File: src/rtl/oh_buffer_arb_pkg.sv
// Shared types and constants for the oh_buffer_arb round-robin buffer arbiter.
// Lock state encoding is used only when OH_BUFFER_ARB_LOCK_EN is defined.
package oh_buffer_arb_pkg;

  typedef enum logic {
    IDLE   = 1'b0,
    LOCKED = 1'b1
  } lock_state_e;

  localparam int CW    = 2;
  localparam int DEPTH = 2;

endpackage

File: src/rtl/oh_buffer_arb_rr_pick.sv
// oh_rr_pick: combinational round-robin picker.
// Rotates req so last_ptr+1 sits at bit 0, takes the lowest set bit, and unrotates.
module oh_rr_pick #(
  parameter int N  = 4,
  parameter int LW = $clog2(N)
) (
  input  logic [N-1:0]  req,
  input  logic [LW-1:0] last_ptr,
  output logic [N-1:0]  grant
);

  logic [LW:0]    shamt;
  logic [2*N-1:0] req_dbl;
  logic [N-1:0]   rot;
  logic [N-1:0]   pri;
  logic [2*N-1:0] pri_dbl;

  always_comb begin
    shamt   = {1'b0, last_ptr} + 1'b1;
    req_dbl = {req, req} >> shamt;
    rot     = req_dbl[N-1:0];
    pri     = rot & (~rot + 1'b1);
    // the upper half of the doubled word holds the unrotated index
    pri_dbl = {pri, pri} << shamt;
    grant   = pri_dbl[2*N-1:N];
  end

endmodule

File: src/rtl/oh_buffer_arb.sv
// oh_buffer_arb: N-way round-robin arbiter feeding a shared 2-entry output buffer.
// Define OH_BUFFER_ARB_LOCK_EN to add in_last and a per-packet grant lock.
module oh_buffer_arb
  import oh_buffer_arb_pkg::*;
#(
  parameter int N  = 4,
  parameter int DW = 32
) (
  input  logic          clk,
  input  logic          reset,
  input  logic [N-1:0]  in_valid,
  input  logic [N*DW-1:0] in_data,
`ifdef OH_BUFFER_ARB_LOCK_EN
  input  logic [N-1:0]  in_last,
`endif
  output logic [N-1:0]  in_ready,
  output logic          out_valid,
  output logic [DW-1:0] out_data,
  input  logic          out_ready,
  output logic [N-1:0]  out_grant,
  output logic          busy
);

  localparam int LW = $clog2(N);

  logic [CW-1:0] count_q, count_d;
  logic [LW-1:0] last_ptr_q, last_ptr_d;
  logic          head_q, head_d;
  logic          tail_q, tail_d;
  logic [DW-1:0] data_q [DEPTH];
  logic [DW-1:0] data_d [DEPTH];
  logic [N-1:0]  gnt_q [DEPTH];
  logic [N-1:0]  gnt_d [DEPTH];

  logic [N-1:0]  req;
  logic [N-1:0]  grant;
  logic          space;
  logic          push;
  logic          pop;
  logic [LW-1:0] win_idx;
  logic [DW-1:0] win_data;

`ifdef OH_BUFFER_ARB_LOCK_EN
  lock_state_e lock_q, lock_d;
  logic [N-1:0] lock_mask;

  always_comb begin
    lock_mask = (lock_q == LOCKED) ? (N'(1) << last_ptr_q) : '1;
    req       = in_valid & lock_mask;
  end

  always_comb begin
    lock_d = lock_q;
    unique case (lock_q)
      IDLE:   if (push && !in_last[win_idx]) lock_d = LOCKED;
      LOCKED: if (push && in_last[win_idx])  lock_d = IDLE;
      default: lock_d = IDLE;
    endcase
  end

  always_ff @(posedge clk) begin
    if (reset) lock_q <= IDLE;
    else       lock_q <= lock_d;
  end
`else
  always_comb req = in_valid;
`endif

  oh_rr_pick #(
    .N  (N),
    .LW (LW)
  ) u_pick (
    .req      (req),
    .last_ptr (last_ptr_q),
    .grant    (grant)
  );

  always_comb begin
    win_idx  = '0;
    win_data = '0;
    for (int i = 0; i < N; i++) begin
      if (grant[i]) win_idx = LW'(i);
      win_data = win_data | (in_data[i*DW +: DW] & {DW{grant[i]}});
    end
  end

  always_comb begin
    space     = count_q < CW'(DEPTH);
    in_ready  = reset ? '0 : (grant & {N{space}});
    out_valid = !reset && (count_q != '0);
    busy      = !reset && (count_q != '0);
    push      = |(in_valid & in_ready);
    pop       = out_valid & out_ready;
    out_data  = out_valid ? data_q[head_q] : '0;
    out_grant = out_valid ? gnt_q[head_q] : '0;
  end

  always_comb begin
    count_d    = count_q + CW'(push) - CW'(pop);
    last_ptr_d = push ? win_idx : last_ptr_q;
    head_d     = head_q ^ pop;
    tail_d     = tail_q ^ push;
    data_d     = data_q;
    gnt_d      = gnt_q;
    if (push) begin
      data_d[tail_q] = win_data;
      gnt_d[tail_q]  = grant;
    end
  end

  always_ff @(posedge clk) begin
    if (reset) begin
      count_q    <= '0;
      last_ptr_q <= LW'(N-1);
      head_q     <= 1'b0;
      tail_q     <= 1'b0;
      for (int i = 0; i < DEPTH; i++) begin
        data_q[i] <= '0;
        gnt_q[i]  <= '0;
      end
    end else begin
      count_q    <= count_d;
      last_ptr_q <= last_ptr_d;
      head_q     <= head_d;
      tail_q     <= tail_d;
      data_q     <= data_d;
      gnt_q      <= gnt_d;
    end
  end

endmodule

File: config.mk
export PLATFORM = sky130hd
export DESIGN_NAME = oh_buffer_arb
export DESIGN_NICKNAME = d
export VERILOG_FILES = /design/src/rtl/oh_buffer_arb_pkg.sv /design/src/rtl/oh_buffer_arb_rr_pick.sv /design/src/rtl/oh_buffer_arb.sv
export SDC_FILE = /design/constraint.sdc
export NUM_CORES = 1
export LEC_CHECK = 0
export ABC_AREA = 1
export ABC_CLOCK_PERIOD_IN_PS = 2550
export BUFFER_PORTS_ARGS = -buffer_cell sky130_fd_sc_hd__buf_4
export CAP_MARGIN = 25
export CORE_MARGIN = 2
export CORE_UTILIZATION = 45
export DETAILED_ROUTE_END_ITERATION = 16
export GPL_TIMING_DRIVEN = 0
export MAX_ROUTING_LAYER = met4
export PLACE_DENSITY = 0.87
export SLEW_MARGIN = 0
export SYNTH_ARGS = -nofsm -noshare
export SYNTH_HDL_FRONTEND = slang
export SYNTH_SLANG_ARGS = --single-unit
File: constraint.sdc
create_clock -name clk -period 2.55 [get_ports clk]
set_clock_uncertainty 0.05 [all_clocks]
set_input_delay 0.3825 -clock clk [delete_from_list [all_inputs] [get_ports clk]]
set_output_delay 0.3825 -clock clk [all_outputs]
set_load 0.05 [all_outputs]
# Word level (Yosys, flattened, before mapping)
# Cells that the tools add are included.
# word_totals
elab_cells	57
in_bits	135
ff_bits	78
output_inout_bits	42
# op_classes
reduce_logical	5
add_sub_neg	4
magnitude_cmp	4
n_shift	2
n_bitwise	16
n_mux	18
# ops
cell	n
$mux 32	5
$and 32x32->32	4
$or 32x32->32	3
$bwmux 64	1
$demux 32 s1	1
$mux 4	6
$and 4x4->4	3
$bwmux 8	1
$shl 8x3->8	1
$shr 8x3->4	1
$add 4x1->4 const B	1
$demux 4 s1	1
$ge 2x2->1 const B	2
$mux 2	2
$not 1->2	2
$not 4->4	1
$reduce_or 4->1	1
$add 2x1->3 const B	1
$add 2x1->2	1
$logic_and 1x1->1	2
$lt 2x1->1 const B	1
$lt 2x2->1 const B	1
$reduce_bool 2->1	1
$sub 2x1->2	1
4 further kinds	5

# Longest topological paths before layout
# logic_depth
ltp_word	12
mapped_depth	19
depth_no_buf	18

# Hierarchy
# From an unflattened synthesis, not the netlist that was laid out.
# hier_totals
cells_unflattened	657
hier_area_um2	4540.6
# by_module_without_submodules
mod	seq_area_each_um2	instances	area_per_inst_um2	cells_each
oh_buffer_arb	1561.5	1	4252.8	599
oh_rr_pick	0.0	1	287.8	58

# Worst setup path before layout
# Ideal clock, no wire load.
# synth_path
path_kind	register to register
start	reg last_ptr_q[0]
end	reg gnt_q[1] (netlist bit)
path_stages_with_launch	18
period_less_slack_ns	2.610
path_buffers	3
t_required_ns	2.384
setup_ns	0.116
t_arrival_ns	2.444
slack_ns	-0.060
cell_sequence	dfxtp_1 inv_2 nand2_1 nand3_2 nand2_4 nand2_4 nor2_4 nand2_2 a21oi_4 buf_6 nand4_2 nand4_1 ha_1 buf_1 clkbuf_1 nand3_1 o211ai_1 inv_1
# synth_via
elab_chain_len	10
elab_cells_between_ends	11
classes_between	add/sub (2); shift (2); mux (2); bitwise (4); reduce/logical (1)
# synth_rtl
element	line_no	rtl
from (decl)	oh_buffer_arb.sv:27	logic [LW-1:0] last_ptr_q, last_ptr_d;
from (signal assigned)	oh_buffer_arb.sv:114	last_ptr_q <= LW'(N-1);
from (signal assigned)	oh_buffer_arb.sv:123	last_ptr_q <= last_ptr_d;
$add 2x1->3 (*)	oh_buffer_arb_rr_pick.sv:19	shamt = {1'b0, last_ptr} + 1'b1;
$shr 8x3->4	oh_buffer_arb_rr_pick.sv:20	req_dbl = {req, req} >> shamt;
$not 4->4	oh_buffer_arb_rr_pick.sv:22	pri = rot & (~rot + 1'b1);
$add 4x1->4	oh_buffer_arb_rr_pick.sv:22	
$and 4x4->4	oh_buffer_arb_rr_pick.sv:22	
$shl 8x3->8 (*)	oh_buffer_arb_rr_pick.sv:24	pri_dbl = {pri, pri} << shamt;
$and 4x4->4	oh_buffer_arb.sv:89	in_ready = reset ? '0 : (grant & {N{space}});
$mux 4	oh_buffer_arb.sv:89	
$and 4x4->4	oh_buffer_arb.sv:92	push = |(in_valid & in_ready);
$reduce_or 4->1	oh_buffer_arb.sv:92	
to (signal assigned)	oh_buffer_arb.sv:127	gnt_q <= gnt_d;
to (decl)	oh_buffer_arb.sv:32	logic [N-1:0] gnt_q [DEPTH];
# Mark *: on every way between the ends. The rest lies on a longest branch, timed or not.
# A chain may end at the register's enable or synchronous reset.

# Worst setup path in the final report
# layout_path
start	reg last_ptr_q[0]
end	out in_ready[2]
# layout_via
elab_chain_len	8
# layout_rtl
element	line_no	rtl
$add 2x1->3 (*)	oh_buffer_arb_rr_pick.sv:19	
$shr 8x3->4	oh_buffer_arb_rr_pick.sv:20	
$not 4->4	oh_buffer_arb_rr_pick.sv:22	
$add 4x1->4	oh_buffer_arb_rr_pick.sv:22	
$and 4x4->4	oh_buffer_arb_rr_pick.sv:22	
$shl 8x3->8 (*)	oh_buffer_arb_rr_pick.sv:24	
$and 4x4->4 (*)	oh_buffer_arb.sv:89	
$mux 4 (*)	oh_buffer_arb.sv:89	
to (decl)	oh_buffer_arb.sv:16	output logic [N-1:0] in_ready,
# Marked as above.

==> impl_results.md <==
- Crit path time final: 2819 ps
- Clk pin slew, worst setup/hold paths: 80 ps
- Die Footprint: 0.01150 mm^2
- Number of global-route vias before repair: 5512
- Max Fanout on Critical Path: 10
- Number of routed nets with antenna violations: 0
- Worst-Margin Slew: 532.2 ps
- Row cnt: 37
- CTS Buf Count: 9
- Startpoint types: register
- Layout Nets: 1132
- TritonCTS clock tree: done
- Largest net degree at the start of global routing: 15
- Mapped Cells: 786
- Synth unique cells: 26
- DRT Pass-1 Iters: 7
- Sw Ratio: 53.44%
- First-iteration detailed-routing DRC count: 661
- Number of max-cap violations: 0
- Slew HR: 64.39%
- Commonest non-fill, non-tap cell in the layout: nand2_1
- Area post-placement: 0.006294 mm^2
- DR WL/cell: 15.74 um
- Hold crit path type: in -> reg
- NetSw: 5511 uW
- CTS Buffer Depth: 2
- Clock group share of total power: 9.5%
- CTS Sinks: 78
- CTS H-tree lvls: 3
- F_max: 0.3547 GHz
- Post-layout util: 67.85%
- Final Cycle Share: 110.6%
- First-pass GRT wire length: 25790 um
- Root buf cell: clkbuf_8
- WP data required: 2120 ps
- Total Power: 10310 uW
- Crit path DAT: 2390 ps
- Failing checks: setup timing
- R2R setup slack: -230 ps
- Die width: 107.3 um
- Synthesized Nets: 926
- Hold Fails Final Rpt: 0
- Internal: 4802 uW
- Seq pwr share: 16.4%
- TNS Setup: -6574 ps
- Outcome: finished, violations left
- Syn Area/Cell: 6.103 um^2
- Pwr Density: 1472 mW/mm^2
- Vias per inst: 5.331
- Core box area: 0.01032 mm^2
- RSZ-0062 raised after global routing: true
- Most frequent cells in the layout: nand2_1 (297), buf_4 (203), dfxtp_1 (76)
- DRC: 0
- Number of port buffers: 176
- CP Capture Type: output port
- Die Ht: 107.3 um
- Setup ws final: -269.2 ps
- Pre-CTS WS: -807.9 ps
- Starting Density: 46.47%
- DPL Wire Length: 11250 um
- Cell Area, Synth: 0.004797 mm^2
- Pins over their slew limit: 0
- Setup CP Type: reg -> out
- Clock latency on the worst-skew pair: 360 ps
- Post-synthesis register bit count: 78
- Diode count: 0
- Sequential area share after synthesis: 32.55%
- Ys Warns: 0
- RePlAce Congestion: 0.8748
- Hold_buf cts: 0
- Routed wire length: 17830 um
- Initial antenna violation count: 0
- Final Cell Area: 0.007004 mm^2
- IR drop worst, VDD: 0.9304 mV
- DR vias: 6040
- I/O Pins: 177
- Count of final setup violators: 48
- Total grt overflow: 0
- Gate power share: 74.1%
- Layout cells sized above 1: 32.90%
- Pleak: 0.003822 uW
- GRT Total Usage: 28.66%
- P&R area growth vs syn: 46.01%
-- Yosys cell counts --
library cell / n / area, um^2
nand3_2: 4 / 40.04
nand3_1: 46 / 230.2
nor2_4: 1 / 11.26
a21oi_4: 1 / 16.27
nand2_2: 25 / 156.4
buf_1: 5 / 18.77
ha_1: 5 / 62.56
nand4_1: 5 / 31.28
buf_6: 9 / 101.4
nor2_1: 41 / 153.9
buf_4: 4 / 30.03
buf_2: 3 / 15.01
clkbuf_1: 30 / 112.6
inv_1: 56 / 210.2
inv_2: 3 / 11.26
and2_4: 1 / 8.760
nand2_1: 309 / 1160
nand4_2: 1 / 12.51
o21ai_0: 77 / 385.4
dfxtp_1: 78 / 1562
nand2_4: 3 / 33.78
buf_12: 2 / 40.04
o211ai_1: 1 / 7.510
xnor2_1: 1 / 8.760
a31oi_1: 2 / 12.51
a21oi_1: 73 / 365.4
-- cells by family after synthesis --
| group | count (synthesis) | synth area share, % |
|---|---|---|
| and+or+nand+nor | 436 | 38.32 |
| adders and majority gates | 5 | 1.304 |
| AOI/OAI and AO/OA | 154 | 16.41 |
| DFF | 78 | 32.55 |
| xor gates and xnor gates | 1 | 0.1826 |
| buffers and inverters | 112 | 11.24 |
-- flip-flops by register name, indices dropped and copies added, names as in the netlist --
signal      count
head_q          1
last_ptr_q      2
count_q         2
gnt_q           8
data_q         64
tail_q          1
-- per-stage QoR --
step	cells	hold WS [ps]
final	1133	168.4
after global routing	1133	169.3
after CTS	1120	155.3
after detailed placement	1098	419.8
after global placement	1098	415.3
after floorplan	786	399.1
-- critical path, stage by stage, from the launching register on --
cell,delay (ps)
dfxtp_4,380
inv_6,100
nand2_1,120
nand2_2,90
nand2_2,50
nand2_2,80
nand2_4,70
nor2_4,150
nand3_1,120
nand2_1,150
nand2_2,140
nor2_1,310
buf_4,270
-- per-layer routing --
| metal | wire length, um | part of all wire [%] | track usage, % |
|---|---|---|---|
| met5 | 0 | 0 | - |
| met4 | 984 | 5.5 | 11.60 |
| met3 | 1751 | 9.8 | 4.722 |
| met2 | 8458 | 47 | 49.01 |
| met1 | 6639 | 37 | 33.51 |
-- power groups by stage --
stage	clock network, uW	registers (uW)	logic, uW
5_1_grt	1010	1720	8210
3_5_place_dp	0	1680	6300
2_1_floorplan	0	1640	4670
3_3_place_gp	0	1660	6250
6_report	982	1690	7640
4_1_cts	959	1660	6710
-- area by class of cell --
cell class | instances | area, um^2
flip-flops and latches | 78 | 1567
plain buffers | 47 | 396.6
multi-input cells | 596 | 2917
inverters | 59 | 226.5
fillers | 843 | 3319
repair buffers | 201 | 1523
well taps | 136 | 170.2
clock buffers | 10 | 137.6
clock inverters | 6 | 67.56
-- path summary, 6_finish.rpt --
path,start,end,cells past startpoint
setup / recovery,last_ptr_q[0],in_ready[2],12
hold / removal,reset,count_q[0],2
setup reg to reg,last_ptr_q[0],data_q[10],18
hold reg to reg,gnt_q[2],gnt_q[2],2
-- timing repair --
action | 4_1_cts | 5_1_grt
gates cloned | 0 | 1
pin swaps | 17 | 19
buffers inserted | 10 | 14
endpoints found under the setup margin | 90 | 110
resized for setup | 53 | 93
Power figures use the tool's default switching activity.
